`src/rtl/lb_reg_pkg.sv`:
```
// Shared local-bus widths and the offset layout of the fixed words that
// follow the RW register bank inside a 32-word responder window.
package lb_reg_pkg;

    localparam int LB_AW = 24;
    localparam int LB_DW = 32;
    localparam int CNT_W = 16;

    // The fixed words sit directly above the RW bank, so they move with NREG.
    function automatic logic [4:0] lb_off_id(input int nreg);
        return 5'(nreg);
    endfunction

    function automatic logic [4:0] lb_off_wrcnt(input int nreg);
        return 5'(nreg + 1);
    endfunction

    function automatic logic [4:0] lb_off_evcnt(input int nreg);
        return 5'(nreg + 2);
    endfunction

endpackage

```
`src/rtl/lb_read_pipe.sv`:
```
// Fixed-latency delay line for local-bus read data; the synchronous clear
// flushes any read still in flight so nothing is returned after reset.
module lb_read_pipe #(
    parameter int DEPTH = 3,
    parameter int W     = 32
) (
    input  logic         i_clk,
    input  logic         i_rst_n,
    input  logic [W-1:0] i_d,
    output logic [W-1:0] o_q
);

    logic [W-1:0] r_stage [DEPTH];

    always_ff @(posedge i_clk) begin
        if (!i_rst_n) begin
            for (int i = 0; i < DEPTH; i++) r_stage[i] <= '0;
        end else begin
            r_stage[0] <= i_d;
            for (int i = 1; i < DEPTH; i++) r_stage[i] <= r_stage[i-1];
        end
    end

    assign o_q = r_stage[DEPTH-1];

endmodule

```
`src/rtl/lb_reg_responder.sv`:
```
// Local-bus target: RW control bank, ID word, write counter and a
// clear-on-read event counter, returned at a fixed read latency.
module lb_reg_responder
    import lb_reg_pkg::*;
#(
    parameter logic [LB_AW-1:0] BASE      = 24'h000000,
    parameter int               NREG      = 16,
    parameter int               READ_PIPE = 3,
    parameter logic [LB_DW-1:0] ID        = 32'h4C425231
) (
    input  logic                   lb_clk,
    input  logic                   rst_n,
    input  logic                   lb_valid,
    input  logic                   lb_rnw,
    input  logic [LB_AW-1:0]       lb_addr,
    input  logic [LB_DW-1:0]       lb_wdata,
    input  logic                   lb_renable,
    output logic [LB_DW-1:0]       lb_rdata,
    input  logic                   ext_event,
    output logic [NREG*LB_DW-1:0]  reg_out,
    output logic                   wr_stb,
    output logic [4:0]             wr_addr
);

    localparam int         IW        = $clog2(NREG);
    localparam logic [4:0] OFF_ID    = lb_off_id(NREG);
    localparam logic [4:0] OFF_WRCNT = lb_off_wrcnt(NREG);
    localparam logic [4:0] OFF_EVCNT = lb_off_evcnt(NREG);

    logic [LB_DW-1:0] r_regs [NREG];
    logic [CNT_W-1:0] r_wr_cnt;
    logic [CNT_W-1:0] r_evt_cnt;

    logic             w_hit;
    logic [4:0]       w_off;
    logic             w_reg_sel;
    logic             w_wr;
    logic             w_rd;
    logic             w_clr;
    logic [LB_DW-1:0] w_rd_mux;
    logic [LB_DW-1:0] w_pipe_in;

    assign w_hit     = lb_valid & (lb_addr[LB_AW-1:5] == BASE[LB_AW-1:5]);
    assign w_off     = lb_addr[4:0];
    assign w_reg_sel = (w_off < 5'(NREG));
    assign w_wr      = w_hit & ~lb_rnw & w_reg_sel;
    assign w_rd      = w_hit & lb_rnw;
    assign w_clr     = w_rd & lb_renable & (w_off == OFF_EVCNT);

    always_ff @(posedge lb_clk) begin
        if (!rst_n) begin
            for (int i = 0; i < NREG; i++) r_regs[i] <= '0;
        end else if (w_wr) begin
            r_regs[w_off[IW-1:0]] <= lb_wdata;
        end
    end

    always_ff @(posedge lb_clk) begin
        if (!rst_n) begin
            wr_stb   <= 1'b0;
            wr_addr  <= '0;
            r_wr_cnt <= '0;
        end else begin
            wr_stb <= w_wr;
            if (w_wr) begin
                wr_addr  <= w_off;
                r_wr_cnt <= r_wr_cnt + 1'b1;
            end
        end
    end

    // Clear wins over hold, but an event in the clearing cycle still counts.
    always_ff @(posedge lb_clk) begin
        if (!rst_n) begin
            r_evt_cnt <= '0;
        end else if (w_clr) begin
            r_evt_cnt <= CNT_W'(ext_event);
        end else if (ext_event && (r_evt_cnt != '1)) begin
            r_evt_cnt <= r_evt_cnt + 1'b1;
        end
    end

    always_comb begin
        w_rd_mux = '0;
        if (w_reg_sel)                w_rd_mux = r_regs[w_off[IW-1:0]];
        else if (w_off == OFF_ID)     w_rd_mux = ID;
        else if (w_off == OFF_WRCNT)  w_rd_mux = LB_DW'(r_wr_cnt);
        else if (w_off == OFF_EVCNT)  w_rd_mux = LB_DW'(r_evt_cnt);
    end

    // Non-read cycles feed zeros so the output can be OR-ed with other targets.
    assign w_pipe_in = w_rd ? w_rd_mux : '0;

    lb_read_pipe #(
        .DEPTH (READ_PIPE),
        .W     (LB_DW)
    ) u_read_pipe (
        .i_clk   (lb_clk),
        .i_rst_n (rst_n),
        .i_d     (w_pipe_in),
        .o_q     (lb_rdata)
    );

    for (genvar g = 0; g < NREG; g++) begin : g_reg_out
        assign reg_out[g*LB_DW +: LB_DW] = r_regs[g];
    end

endmodule

```
`config.mk`:
```
export PLATFORM = sky130hd
export DESIGN_NAME = lb_reg_responder
export DESIGN_NICKNAME = d
export VERILOG_FILES = /design/src/rtl/lb_reg_pkg.sv /design/src/rtl/lb_read_pipe.sv /design/src/rtl/lb_reg_responder.sv
export SDC_FILE = /design/constraint.sdc
export NUM_CORES = 1
export LEC_CHECK = 0
export BUFFER_PORTS_ARGS = -buffer_cell sky130_fd_sc_hd__clkbuf_2
export CAP_MARGIN = 10
export CORE_MARGIN = 10
export CORE_UTILIZATION = 50
export DETAILED_ROUTE_END_ITERATION = 16
export PLACE_DENSITY = 0.82
export SYNTH_ARGS = -nofsm -noshare
export SYNTH_HDL_FRONTEND = slang
export SYNTH_SLANG_ARGS = --single-unit
```
`constraint.sdc`:
```
create_clock -name lb_clk -period 14.04 [get_ports lb_clk]
set_input_delay 2.106 -clock lb_clk [delete_from_list [all_inputs] [get_ports lb_clk]]
set_output_delay 2.106 -clock lb_clk [all_outputs]
set_load 0.02 [all_outputs]
```
-- Word-level counts from Yosys, hierarchy flattened
Memories as Yosys holds them, arrays and structs flattened.
Index checks and enable logic that the tools add are counted.
Widths: inputs -> output; s select.
- bits in writable memories: 608
- output and inout bits: 550
- logic and storage cells: 48
- memories: 2
- input port bits: 62
- register bits: 38
- memories (name ; words ; width ; read ports ; clocked after memory_dff ; write ports ; line ; RTL):
    r_regs ; 16 ; 32 ; 17 ; 0 ; 16 ; lb_reg_responder.sv:30 ; logic [LB_DW-1:0] r_regs [NREG];
    u_read_pipe.r_stage ; 3 ; 32 ; 3 ; 0 ; 3 ; lb_read_pipe.sv:13 ; logic [W-1:0] r_stage [DEPTH];
- bitwise gates (word level): 11
- reductions and logical operators: 5
- magnitude comparators: 1
- $add $sub $neg: 2
- multiplexer cells: 18
- equal/unequal tests: 4
- operators by type and width (kind ; number):
    $mux 32 ; 6
    $add 16x1->16 const B ; 2
    $mux 16 ; 2
    $reduce_or 32->1 ; 1
    $mux 31 ; 1
    $logic_not 19->1 ; 1
    $ne 16x16->1 const B ; 1
    $eq 5x5->1 const B ; 3
    $mux 1 ; 8
    $and 1x1->1 ; 6
    $lt 5x5->1 const B ; 1
    $mux 4 ; 1
    $or 1x1->1 ; 3
    $not 1->1 ; 2
    $reduce_bool 2->1 ; 1
    $reduce_or 2->1 ; 1
    $logic_and 1x1->1 ; 1

-- Depth between registers and ports, before layout
- depth in word-level cells: 9
- gate-level depth with buffers: 10
- depth with buffers taken out: 6

-- Hierarchy
From an unflattened synthesis, not the netlist that was laid out.
- cells, all modules: 2080
- area, all modules: 27473.8 µm²
- modules (own cells, without submodules) (module ; area an instance (µm²) ; instances ; cells each):
    lb_reg_responder ; 24629.9 ; 1 ; 1846
    lb_read_pipe ; 2844.0 ; 1 ; 234

-- Worst setup path after synthesis
Ideal clock, no wire load.
- path kind: input-to-reg
- start point: in lb_addr[11]
- end point: mem r_regs[4][0] (enable)
- arrival time: 5860 ps
- path slack: 7711 ps
- cell stages on the path: 5
- path buffers: 1
- cell sequence: or4_4 -> nor4_4 -> buf_2 -> nand2_1 -> o31ai_1
- RTL lines (item ; line ; RTL):
    start, declared ; lb_reg_responder.sv:15 ; input logic [LB_AW-1:0] lb_addr,
    end, declared ; lb_reg_responder.sv:30 ;

==> results.yml <==
pwr:
  clockPowerShare_pct: 40.8
  ir_worst_vdd_mv: 0.0996
  seq_power_share_pct: 48.9
  comb_power_share_pct: 10.3
  powerDensity_mw_per_mm2: 135
  p_leak_uw: 0.0125
  switching_share_pct: 25.8
  p_switching_uw: 1170
  p_total_uw: 4520
  internal-power_uw: 3350
clock_tree:
  post_cts_buffers: 0
  cts_resized: 0
  numCtsBuffers: 68
  cts_tree: "built"
  cts.sinks: 646
  h-tree-depth: 3
  insertion_delay_ps: 610
  clk_pin_slew_worst_paths_ps: 60
  clockBufferDepth: 3
  cts_root_buffer: "clkbuf_16"
  hold_buffers: 0
routing:
  num_vias: 21094
  first_iter_violations: 2885
  final_antenna_net_count: 0
  wire_per_inst_um: 32.8
  finalWirelength_mm: 108
  drcViolationCount: 0
  drtPass1Iterations: 5
  vias_per_cell: 6.39
floorplanning:
  fp.dieH_um: 255
  core_mm2: 0.0549
  die_w_um: 255
  rows: 86
  initial_core_util_pct: 50.3
  die_area_mm2: 0.0650
  ios: 612
sta:
  period_minus_slack_ps: 5420
  finalSetupTns_ps: 0
  fmax_mhz: 184
  maxSlewViolCount: 0
  setup_viol: 0
  rsz0062_at_grt: "no"
  maxSlewHeadroom_pct: 12.4
  hold_violations: 0
  tightest_slew_ps: 1310
  post-route-period-util_pct: 38.6
  skew_ps: 25.0
setup_path:
  worstSetupPathType: "input port to flop"
  cp_slowest_stage_delay_ps: 1000
  cp_cell_sequence: "clkbuf_2 -> buf_4 -> inv_2 -> nor2_1 -> nand3_2 -> nand2_2"
  arrival_ps: 5640
  end_kind: "flop"
  critPathSlowestCell: "nand2_2"
  cp_max_fo: 42
  start_kind: "input port"
  critPathRequiredTime_ps: 14260
synthesis:
  synth_edf_count: 512
  postSynthCellCount: 2045
  synthDistinctLibCells: 54
  yosys.area.top_type: "edfxtp_1"
  ys_ff_latch: 646
  synth_top_area_share_pct: 55.7
  ys.flop_type: "edfxtp_1"
  syn_area_mm2: 0.0276
  synthTopCellsByArea: "edfxtp_1 (56%), dfxtp_1 (9.7%), mux4_2 (8.9%)"
  seq_area_frac_synth_pct: 65.4
  synthArstFlopShare_pct: 0
  yosysWarningCount: 0
  synth_area_per_cell_um2: 13.5
  syn_nets: 2109
global_route:
  antenna_found_initial: 3
  grt_pass1_wl_mm: 152
  grt_max_degree: 107
  grt_pass1_vias: 21037
  grt_util_all_layers_pct: 32.7
  overflow: 0
job:
  drv_cap: 0
run_status:
  status: "completed"
placement:
  gp_congestion: 0.967
  port_buffers: 611
  hpwl_mm: 77.3
min_path:
  hp-class: "flop to flop"
cells_and_area:
  layout.nets: 2608
  area_growth_syn_to_layout_pct: 20.8
  diodes: 0
  drive_gt1_share_pct: 34.3
  fillers: 4253
power groups by stage:
stage	clock (uW)	combinational [uW]	sequential, uW
finish	1840	465	2210
global placement	0	458	2240
floorplan	0	166	2320
CTS	1850	466	2210
detailed placement	0	464	2240
global route	1920	483	2210
synth_stat cells, types with 10 or more instances:
| cell type | number |
|---|---|
| nand2b_1 | 13 |
| buf_4 | 38 |
| nor2_1 | 245 |
| edfxtp_1 | 512 |
| mux2i_1 | 80 |
| a21oi_1 | 17 |
| dfxtp_1 | 134 |
| nor2b_1 | 18 |
| clkbuf_1 | 131 |
| nor3_1 | 194 |
| a311oi_1 | 11 |
| nand2_1 | 109 |
| o21ai_0 | 15 |
| mux4_2 | 109 |
| a22oi_1 | 34 |
| nand3_1 | 21 |
| xor2_1 | 11 |
| and2_1 | 197 |
| nand4_1 | 10 |
| buf_2 | 43 |
worst paths after layout:
kind	from	to	slack (ps)	depth (start not counted)
min	u_read_pipe.r_stage[0][34]$_SDFF_PN0_	u_read_pipe.r_stage[0][66]$_SDFF_PN0_	430	1
min reg2reg	u_read_pipe.r_stage[0][34]$_SDFF_PN0_	u_read_pipe.r_stage[0][66]$_SDFF_PN0_	430	1
max reg2reg	r_evt_cnt[0]$_SDFFE_PN0P_	r_evt_cnt[0]$_SDFFE_PN0P_	11690	5
max	lb_addr[3]	r_regs[8][9]$_SDFFCE_PN0P_	8620	6
cells in the final DEF (no fill, tap or decap), types with 8 or more instances in the layout:
cell	netlist	routed
a311oi_1	11	11
and2_1	197	197
a22oi_1	34	34
xor2_1	11	11
mux4_2	109	109
inv_1	8	8
nand4_1	10	10
nor3_1	194	194
edfxtp_1	512	512
nor2b_1	18	18
nand3_1	21	18
a221oi_1	9	9
nand2_1	109	99
dfxtp_1	134	134
clkbuf_8	0	10
nand2b_1	13	13
clkbuf_16	0	71
mux2i_1	80	80
clkbuf_2	0	608
a21oi_1	17	17
nor2_1	245	244
o21ai_4	0	8
and3_1	9	9
clkinv_2	0	8
clkbuf_1	131	14
buf_4	38	28
final cells by class:
cell class                      instances  area, um^2  share of cell area, %
Tap cell                              704         881                   2.64
Multi-Input combinational cell       1174        8720                   26.1
Inverter                               10        37.5                  0.113
Clock inverter                         30         305                  0.915
Timing Repair Buffer                  644        3400                   10.2
Sequential cell                       646       18100                   54.1
Clock buffer                           94        1950                   5.86
logic make-up (layout without fill, tap and decap cells):
group	count (synthesis)	after routing	share of synthesized area (%)
AO/OA/AOI/OAI	119	119	3.05
XOR/XNOR	14	14	0.444
adder cells (fa/ha/maj)	2	2	0.0906
buffers and inverters	225	778	3.77
flip-flops	646	646	65.4
multiplexers	189	189	11.8
AND/OR/NAND/NOR	850	850	15.5
critical path: cells and delay by family:
family | cells | cell delay [ps]
simple gates | 3 | 2210
buf+inv | 3 | 1220
registers in the layout, summed over array words and instances (netlist names):
signal,flops
r_wr_cnt,16
wr_addr,5
r_evt_cnt,16
r_regs,512
u_read_pipe.r_stage,96
wr_stb,1
stage by stage:
stage	hold WS (ps)	cells	area (um^2)	setup slack (ps)	utilization, %
floorplan	412	2045	27600	7710	-
global placement	413	3174	31000	8070	56.5
detailed placement	418	3177	31100	7990	56.6
CTS	432	3301	33300	8560	60.7
global route	440	3302	33400	8400	60.8
finish	430	3302	33400	8620	60.8
per-layer routing:
metal | track usage, % | part of all wire (%) | vias up
li1 | - | - | 8485
met1 | 39.0 | 33 | 10461
met2 | 54.4 | 49 | 1849
met3 | 8.36 | 12 | 295
met4 | 16.2 | 5.6 | 4
met5 | 0 | 0.024 | -
No activity file was read; power rests on OpenSTA's default activity.
